[src/rtl/bus_drive_arbiter.sv]
// Round-robin arbiter handing one shared bus to N tri-state buffer banks, with
// guard dead-time around every drive window and a HOLD_MAX limit per window.
module bus_drive_arbiter #(
   parameter int N        = 4,
   parameter int GUARD    = 2,
   parameter int HOLD_MAX = 16
) (
   input  logic                 clk,
   input  logic                 rst,
   input  logic [N-1:0]         req,
   output logic [N-1:0]         oe_n,
   output logic [N-1:0]         gnt,
   output logic [$clog2(N)-1:0] owner,
   output logic                 bus_idle,
   output logic                 timeout
);

   // state | meaning
   // IDLE  | bus released, all oe_n high, waiting for any request
   // SETUP | owner chosen, gnt high, GUARD cycles before its buffer turns on
   // DRIVE | oe_n[owner] low, counting hold cycles up to HOLD_MAX
   // TURN  | buffer off, gnt low, GUARD cycles before the next arbitration

   localparam int OW = $clog2(N);
   localparam int HW = ($clog2(HOLD_MAX + 1) < 8) ? 8 : $clog2(HOLD_MAX + 1);
   localparam int GW = ($clog2(GUARD + 1) < 1) ? 1 : $clog2(GUARD + 1);
   localparam logic [N-1:0] ONE = N'(1);

   typedef enum logic [1:0] {S_IDLE, S_SETUP, S_DRIVE, S_TURN} state_t;

   state_t        state;
   logic [OW-1:0] ptr;
   logic [OW-1:0] winner;
   logic [GW-1:0] guard_cnt;
   logic [HW-1:0] hold_cnt;

   // Walk downward so the last hit written is the nearest index after ptr.
   always_comb begin
      logic [OW-1:0] idx;
      idx    = '0;
      winner = ptr;
      for (int i = N; i >= 1; i--) begin
         idx = OW'((int'(ptr) + i) % N);
         if (req[idx]) winner = idx;
      end
   end

   always_ff @(posedge clk) begin
      if (rst) begin
         state     <= S_IDLE;
         oe_n      <= '1;
         gnt       <= '0;
         owner     <= '0;
         bus_idle  <= 1'b1;
         timeout   <= 1'b0;
         hold_cnt  <= '0;
         guard_cnt <= '0;
         ptr       <= OW'(N - 1);
      end else begin
         timeout <= 1'b0;
         case (state)
            S_IDLE: begin
               if (|req) begin
                  state     <= S_SETUP;
                  owner     <= winner;
                  ptr       <= winner;
                  gnt       <= ONE << winner;
                  guard_cnt <= GW'(GUARD - 1);
                  bus_idle  <= 1'b0;
               end
            end
            S_SETUP: begin
               if (!req[owner]) begin
                  state     <= S_TURN;
                  gnt       <= '0;
                  guard_cnt <= GW'(GUARD - 1);
               end else if (guard_cnt == '0) begin
                  state    <= S_DRIVE;
                  oe_n     <= ~(ONE << owner);
                  hold_cnt <= HW'(1);
               end else begin
                  guard_cnt <= guard_cnt - 1'b1;
               end
            end
            S_DRIVE: begin
               // A release on the limit edge wins over the timeout flag.
               if (!req[owner] || hold_cnt == HW'(HOLD_MAX)) begin
                  state     <= S_TURN;
                  oe_n      <= '1;
                  gnt       <= '0;
                  guard_cnt <= GW'(GUARD - 1);
                  timeout   <= req[owner];
               end else begin
                  hold_cnt <= hold_cnt + 1'b1;
               end
            end
            S_TURN: begin
               if (guard_cnt == '0) begin
                  state    <= S_IDLE;
                  bus_idle <= 1'b1;
                  hold_cnt <= '0;
               end else begin
                  guard_cnt <= guard_cnt - 1'b1;
               end
            end
            default: begin
               state    <= S_IDLE;
               oe_n     <= '1;
               gnt      <= '0;
               bus_idle <= 1'b1;
            end
         endcase
      end
   end

endmodule

[config.mk]
export PLATFORM = sky130hd
export DESIGN_NAME = bus_drive_arbiter
export DESIGN_NICKNAME = d
export VERILOG_FILES = /design/src/rtl/bus_drive_arbiter.sv
export SDC_FILE = /design/constraint.sdc
export NUM_CORES = 1
export LEC_CHECK = 0
export CORE_ASPECT_RATIO = 1.75
export CORE_MARGIN = 2
export CORE_UTILIZATION = 30
export CTS_BUF_LIST = sky130_fd_sc_hd__clkbuf_8
export CTS_CLUSTER_SIZE = 25
export DETAILED_ROUTE_END_ITERATION = 7
export REMOVE_ABC_BUFFERS = 1
export SYNTH_ARGS = -nofsm -noshare
export SYNTH_HDL_FRONTEND = slang
export SYNTH_SLANG_ARGS = --single-unit
[constraint.sdc]
create_clock -name clk -period 3.83 [get_ports clk]
set_input_delay 0.5745 -clock clk [delete_from_list [all_inputs] [get_ports clk]]
set_output_delay 0.5745 -clock clk [all_outputs]
set_load 0.05 [all_outputs]
Word-level counts from Yosys, hierarchy flattened

Index checks and enable logic that the tools add are counted.

Logic and storage cells: 94
Output and inout port bits: 12
Bits in registers: 26
Bits of input ports: 6

Bitwise gates (word level): 3
Eq/ne operators: 12
Shift-type cells: 2
Reductions and logical operators: 17
$lt $le $gt $ge: 5
Muxes and demuxes: 40
Add/subtract/negate cells: 6

Operators with widths:

| cell                | number |
|---|---|
| $mux 8              | 4 |
| $mux 2              | 12 |
| $mux 4              | 6 |
| $pmux 8 s3          | 1 |
| $pmux 2 s4          | 2 |
| $lt 2x3->1 const B  | 5 |
| $ne 2x2->1 const B  | 7 |
| $pmux 4 s3          | 1 |
| $reduce_and 4->1    | 3 |
| $bmux 1 s2          | 5 |
| $add 8x1->8 const B | 1 |
| $eq 8x5->1 const B  | 1 |
| $pmux 4 s2          | 1 |
| $shl 1x2->4 const A | 2 |
| $mux 1              | 7 |
| $reduce_bool 3->1   | 2 |
| $reduce_and 5->1    | 1 |
| $add 2x1->2 const B | 2 |
| $add 2x2->2 const B | 2 |
| $eq 2x2->1 const B  | 2 |
| $logic_not 2->1     | 2 |
| $not 4->4           | 1 |
| $reduce_and 2->1    | 2 |
| $reduce_bool 2->1   | 2 |
| 10 further kinds    | 11 |

Depth between registers and ports, before layout

Gate-level depths: netlist of the first run.

Depth after elaboration: 10
Gate-level depth with buffers: 7
Gate-level depth less buffers: 7

Worst setup path after synthesis of the first run

No wires, ideal clock.

Path type: register to register
Start: reg owner[0]
End: reg gnt[0]
Slack: 1,524 ps
Arrival time: 2,159 ps
Cell stages (with the launch flop): 6
Library setup time: 147 ps
Path buffers: 0
Clock period less this slack: 2,306 ps
Required time: 3,683 ps
Cells stage by stage: dfxtp_1 > mux4_2 > o211ai_1 > and2_1 > o311ai_1 > mux2i_1

Word-level cells in the longest chain between the ends: 6
Elaborated cells between the ends (all ways): 7
Those cells by class: 2 x eq/ne; 2 x mux; 3 x reduce/logical

Ends and longest elaborated chain:

| item                             | RTL line | text |
|---|---|---|
| start, declared                  | 13       | `output logic [$clog2(N)-1:0] owner,` |
| start signal, assigned           | 65       | `owner <= winner;` |
| $bmux 1 s2 (*)                   | 73, 87   |  |
| $mux 1 (implied by the code) (*) | 73, 87   |  |
| $logic_not 1->1                  | 87       | `if (!req[owner] \|\| hold_cnt == HW'(HOLD_MAX)) begin` |
| $logic_or 1x1->1                 | 87       |  |
| $ne 2x2->1 (no line)             | --       |  |
| $reduce_and 4->1 (no line) (*)   | --       |  |
| end signal, assigned             | 67       | `gnt <= ONE << winner;` |
| end, declared                    | 12       | `output logic [N-1:0] gnt,` |

Mark *: on every way between the ends. The rest lies on a longest branch, timed or not. The select of a mux whose other input is x is not followed.
A chain may end at the register's enable or synchronous reset.

Worst setup path after layout of the first run

Start: in req[3]
End: reg gnt[1]

Word-level cells in the longest chain between the ends: 9
Elaborated cells between the ends (all ways): 24
Those cells by class: 3 x eq/ne; 1 x shift; 16 x mux; 4 x reduce/logical

Ends and longest elaborated chain:

| item                         | RTL line | text |
|---|---|---|
| start, declared              | 10       | `input logic [N-1:0] req,` |
| $bmux 1 s2                   | 44       | `if (req[idx]) winner = idx;` |
| $mux 1 (implied by the code) | 44       |  |
| $mux 2 (4 in a row)          | 44       |  |
| $shl 1x2->4                  | 67       |  |
| $mux 4                       | 63       | `if (\|req) begin` |
| $pmux 4 s3                   | 61       | `case (state)` |

Several ways; a longest one is shown, not always the timed one. The select of a mux whose other input is x is not followed.

==> summary.txt, run 1 <==
Finish
  – Ant. Diodes: 0
  – Final-stage net count: 195
  – Non-filler cells, final: 232
  – Multi-input gate area: 848.3 um2
  – Filler cell count: 501
  – FF/Latch Area: 520.5 um2
  – Area Overhead vs Synth: 19.24%
  – Fin area: 1690 um2
  – Layout cells sized above 1: 5.556%

Synth
  – Sequential fraction of the synthesis area: 36.72%
  – Synth warn: 0
  – FFs w/ async S/R, synth: 0%
  – Synth unique cells: 44
  – Predominant post-synthesis flop cell: dfxtp_1
  – Post-synth EDFFs: 0
  – Post-synth top area cell: dfxtp_1
  – Top-count cell post-synth: dfxtp_1
  – Post-Syn Instances: 162
  – Synth cell count leaders: dfxtp_1 (26), nor2_1 (21), a21oi_1 (11), nand2_1 (11), o21ai_0 (10)
  – Seq cells post-synth: 26
  – Synth Area per Inst: 8.751 um2
  – Synthesized cell area: 1418 um2
  – Top post-synthesis cells by area: dfxtp_1 (37%), mux2i_1 (6.4%), ha_1 (6.2%), nor2_1 (5.6%), a21oi_1 (3.9%)
  – Synth top area share: 36.72%

STA
  – Tmin final: 2.451 ns
  – Worst-margin pin slew: 0.7752 ns
  – Final setup fails: 0
  – RSZ-0062 raised after global routing: no
  – Slew headroom: 47.50%
  – Final Max Tran Viols: 0
  – Final hold violation count: 0
  – Fin Setup TNS: 0 ns
  – Clk_skew: 0.003892 ns
  – Fmax: 407.9 MHz
  – Part of the cycle the worst path needs: 64.01%

Clock tree
  – CTS Root Cell: clkbuf_8
  – CTS Buffer Depth: 2
  – # resized after CTS: 0
  – Post CTS Setup Buffer Count: 0
  – Clock transition at path regs: 0.09 ns
  – CTS tree: yes
  – Clock H-tree levels: 1
  – Clk_lat worst skew: 0.27 ns
  – Hold_buf cts: 0
  – CTS Buf Count: 3
  – Clk sink count: 26

Power and ir drop
  – Total power: 1.336 mW
  – Pwr/cell area: 790.6 nW/um2
  – Max VDD drop: 405.2 uV
  – Leak: 0.6274 nW

Detailed routing
  – Final ANT Viol Nets: 0
  – Vias/cell: 5.254
  – Drt wl/cell: 14.35 um
  – WL final: 3.330 mm
  – First DRT Iteration DRCs: 11
  – Routed via count: 1219
  – Drt first pass iters: 4
  – # DRC: 0

Floorplanning
  – Core area: 4624 um2
  – Top-Level Pins: 18
  – Die Wd: 55.97 um
  – Row cnt: 33
  – Die area: 5313 um2
  – Die height: 94.94 um
  – Starting Density: 30.65%

Setup path
  – WP data arrival: 2.59 ns
  – Max incr delay on CP: 0.62 ns
  – Top Family by Delay on Critical Path: multiplexers
  – CP Capture Type: register
  – CP max FO: 8
  – WP data required: 3.97 ns
  – CP Launch Type: input port
  – Setup CP Type: in -> reg
  – CP Buf/Inv Count: 1
  – Critical path cell sequence: clkdlybuf4s50_1, mux4_2, o211ai_1, and2_1, o311ai_1, mux2i_1
  – CP max-delay cell: mux4_2

GRT
  – First-pass GRT wire length: 5.740 mm
  – GRT overflow: 0
  – Total GRT Usage: 13.51%
  – Initial antenna violation count: 0
  – Vias in the first global route: 1206
  – Pin count of the biggest net entering global routing: 18

Place
  – Final Wtd Congestion: 0.8224
  – Placed inst area: 1649 um2
  – Placed instance count: 229
  – Input/output buffers: 17
  – Detail Placement HPWL: 2.586 mm

Hold path
  – Hold crit path type: reg -> reg

Run
  – Max Cap Violations: 0

Status
  – Status: finished clean
[routing by layer]
metal  routed length, um  share of wire, %  global-route usage (%)  vias up
met5                   0                 0                       0        -
met4                  71               2.1                   4.960        0
met3                  68               2.0                   1.644        6
met2                1916                58                   26.86       14
met1                1274                38                   14.06      576
li1                    -                 -                       -      623
[placed cells by master (no fill, tap or decap), types with 2 or more instances in the layout]
cell / count
a21oi_1: 11
nor4_1: 2
a211oi_1: 3
ha_1: 7
o21ai_0: 10
o31ai_1: 2
or4_1: 2
nor4b_1: 2
nand4_1: 2
nor2_1: 21
clkdlybuf4s50_1: 17
nand2_1: 11
inv_1: 9
nand3_1: 6
nand2b_1: 4
nand3b_1: 2
mux2i_1: 9
nor2b_1: 2
xnor2_1: 4
dfxtp_1: 26
clkbuf_8: 3
[state kept, by name, summed over array words and instances (netlist names)]
signal and count:
owner 2, oe_n 4, timeout 1, gnt 4, guard_cnt 2, hold_cnt 8
state 2, ptr 2, bus_idle 1
[final cells by class]
| class | count | area share (%) |
|---|---|---|
| clock buffer | 3 | 2.443 |
| sequential | 26 | 30.79 |
| tap | 52 | 3.849 |
| timing repair buffer | 18 | 10.51 |
| inverter | 10 | 2.221 |
| multi-input combinational | 123 | 50.19 |
[final timing paths]
path / start / endpoint / slack [ns] / depth (start not counted)
max: req[3] / gnt[1] / 1.38 / 6
max reg2reg: owner[0] / gnt[1] / 1.64 / 5
min: gnt[0] / gnt[0] / 0.47 / 2
min reg2reg: gnt[0] / gnt[0] / 0.47 / 2
[through the flow]
stage          util (%)  hold slack, ns  setup WS [ns]
2_1_floorplan         -          0.4475          1.523
3_3_place_gp      35.66          0.4493          1.146
3_5_place_dp      35.66          0.4565          1.086
4_1_cts           36.55          0.4722          1.385
5_1_grt           36.55          0.4879          1.212
6_report          36.55          0.4702          1.379
[logic make-up after synthesis]
group                      after synthesis  synth area share, %
adders and majority gates                7                6.178
muxes                                   10                7.944
xor gates and xnor gates                 4                2.471
buffers and inverters                   13                3.442
and+or+nand+nor                         62                22.60
AOI/OAI and AO/OA                       40                20.65
DFF                                     26                36.72
[where the power goes]
part,total [mW],switching (mW),internal (mW),leakage [nW]
Combinational,0.773,0.481,0.291,0.393
Clock,0.158,0.0872,0.0707,0.0216
Sequential,0.406,0.0682,0.338,0.213
Total,1.34,0.637,0.700,0.627
[worst min-delay path: cells and delay by family, from the launching register on]
kind	cells	cell delay [ns]
mux	1	0.06
simple gates	1	0.05
flops	1	0.32
Power figures use the tool's default switching activity.
==> run 2, diff against run 1 <==
==> constraint.sdc (replaced) <==
create_clock -name clk -period 2.15 [get_ports clk]
set_input_delay 0.3225 -clock clk [delete_from_list [all_inputs] [get_ports clk]]
set_output_delay 0.3225 -clock clk [all_outputs]
set_load 0.05 [all_outputs]
==> summary.txt, run 2 (synthesis results as in run 1) <==
Status
  – Status: finished clean

STA
  – Tmin final: 1.974 ns
  – RSZ-0062 raised after global routing: no
  – Final worst slack: 0.1765 ns
  – Final Max Tran Viols: 0
  – Slew headroom: 40.56%
  – Clk_skew: 0.002793 ns
  – Worst-margin pin slew: 0.8777 ns
  – WHS: 0.4720 ns
  – Final setup fails: 0
  – Part of the cycle the worst path needs: 91.79%
  – Fin Setup TNS: 0 ns
  – Final hold violation count: 0
  – Fmax: 506.7 MHz

Clock tree
  – CTS tree: yes
  – Clock transition at path regs: 0.09 ns
  – CTS Buffer Depth: 2
  – CTS Buf Count: 3
  – Post CTS Setup Buffer Count: 0
  – CTS Root Cell: clkbuf_8
  – Clk_lat worst skew: 0.28 ns
  – Hold_buf cts: 0
  – Clock H-tree levels: 1
  – Clk sink count: 26
  – # resized after CTS: 0

Setup path
  – WP data arrival: 2.18 ns
  – CP max FO: 7
  – CP Capture Type: register
  – Max incr delay on CP: 0.80 ns
  – Worst path depth: 4
  – CP Capture Point: gnt[0]
  – CP max-delay cell: o311ai_1
  – Top Family by Delay on Critical Path: compound AO/OA/AOI/OAI gates
  – CP Launch Type: register
  – Register-to-Register Path Depth: 4
  – Worst Setup SP: state[0]
  – Critical path cell sequence: inv_1, ha_1, o311ai_1, mux2i_1
  – WP data required: 2.36 ns
  – CP Buf/Inv Count: 1
  – Setup CP Type: reg -> reg
  – Reg2Reg Launch Point: state[0]
  – Worst R2R End: gnt[0]
  – R2R setup slack: 0.18 ns

Detailed routing
  – Drt first pass iters: 4
  – Routed via count: 1325
  – # DRC: 0
  – First DRT Iteration DRCs: 15
  – Vias/cell: 5.176
  – WL final: 3.452 mm
  – Drt wl/cell: 13.48 um
  – Final ANT Viol Nets: 0

Floorplanning
  – Core area: 4624 um2
  – Top-Level Pins: 18
  – Die height: 94.94 um
  – Row cnt: 33
  – Die area: 5313 um2
  – Starting Density: 30.65%
  – Die Wd: 55.97 um

Power and ir drop
  – Max VDD drop: 842.1 uV
  – Leak: 0.7524 nW
  – Pwr/cell area: 1447 nW/um2

GRT
  – First-pass GRT wire length: 5.775 mm
  – Pin count of the biggest net entering global routing: 17
  – GRT overflow: 0
  – Vias in the first global route: 1271
  – Total GRT Usage: 13.95%
  – Initial antenna violation count: 0

Finish
  – Most flop-heavy register: hold_cnt
  – Number of flip-flops in the largest register: 8
  – Regs by FF count: hold_cnt x8, gnt x4, oe_n x4
  – Layout cells sized above 1: 17.16%
  – Fin area: 1898 um2
  – Most frequent cells in the layout: dfxtp_1 (26), buf_4 (24), nor2_1 (21)
  – Final-stage net count: 218
  – Most common cell after layout, fill and taps aside: dfxtp_1
  – Area Overhead vs Synth: 33.89%
  – Ant. Diodes: 0

Run
  – Max Cap Violations: 0

Place
  – Final Wtd Congestion: 0.7686
  – Dpl ws: -0.1684 ns
  – Input/output buffers: 17
  – Placed inst area: 1822 um2
  – Detail Placement HPWL: 2.728 mm

Hold path
  – Hold crit path type: reg -> reg
run 2: changes by cell type in the layout (fill, tap and decap cells not counted), sizes merged:
cell / change
buf: +23
bufinv: +1
run 2: layer usage:
| layer | up-vias | GRT usage (%) | wire, um |
|---|---|---|---|
| met5 | - | 0 | 0 |
| met4 | 0 | 6.349 | 38 |
| met3 | 4 | 1.918 | 74 |
| met2 | 21 | 28.14 | 2027 |
| met1 | 626 | 13.55 | 1312 |
| li1 | 674 | - | - |
run 2: how the worst min path moves through the flow:
stage | startpoint | endpoint | slack, ns | depth (start not counted)
2_1_floorplan | rst | owner[1] | 0.39 | 1
3_3_place_gp | gnt[0] | gnt[0] | 0.45 | 2
3_5_place_dp | gnt[0] | gnt[0] | 0.46 | 2
4_1_cts | gnt[0] | gnt[0] | 0.48 | 2
5_1_grt | gnt[0] | gnt[0] | 0.49 | 2
6_report | gnt[3] | gnt[3] | 0.47 | 2
run 2: cell type report:
class / instances / area [um2]
sequential: 26 / 520.5
fill: 480 / 2726
inverter: 10 / 37.54
timing repair buffer: 41 / 350.3
tap: 52 / 65.06
multi-input combinational: 123 / 853.3
clock buffer: 3 / 41.29
clock inverter: 1 / 30.03
run 2: power breakdown:
part	switching, mW	total (mW)	internal, mW
logic	0.920	1.63	0.715
clock network	0.168	0.417	0.250
registers	0.0934	0.695	0.602
run 2: tightest hold or removal path: stages, from the launching register on:
cell	delay (ns)
dfxtp_1	0.32
nand2_1	0.05
mux2i_1	0.06
run 2: metrics by stage:
stage               utilization (%)  power [mW]  instances
floorplan                         -       1.739        159
global placement              39.39       2.345        252
detailed placement            39.39       2.344        252
CTS                           40.94       2.768        256
global route                  41.04       2.941        256
finish                        41.04       2.747        256
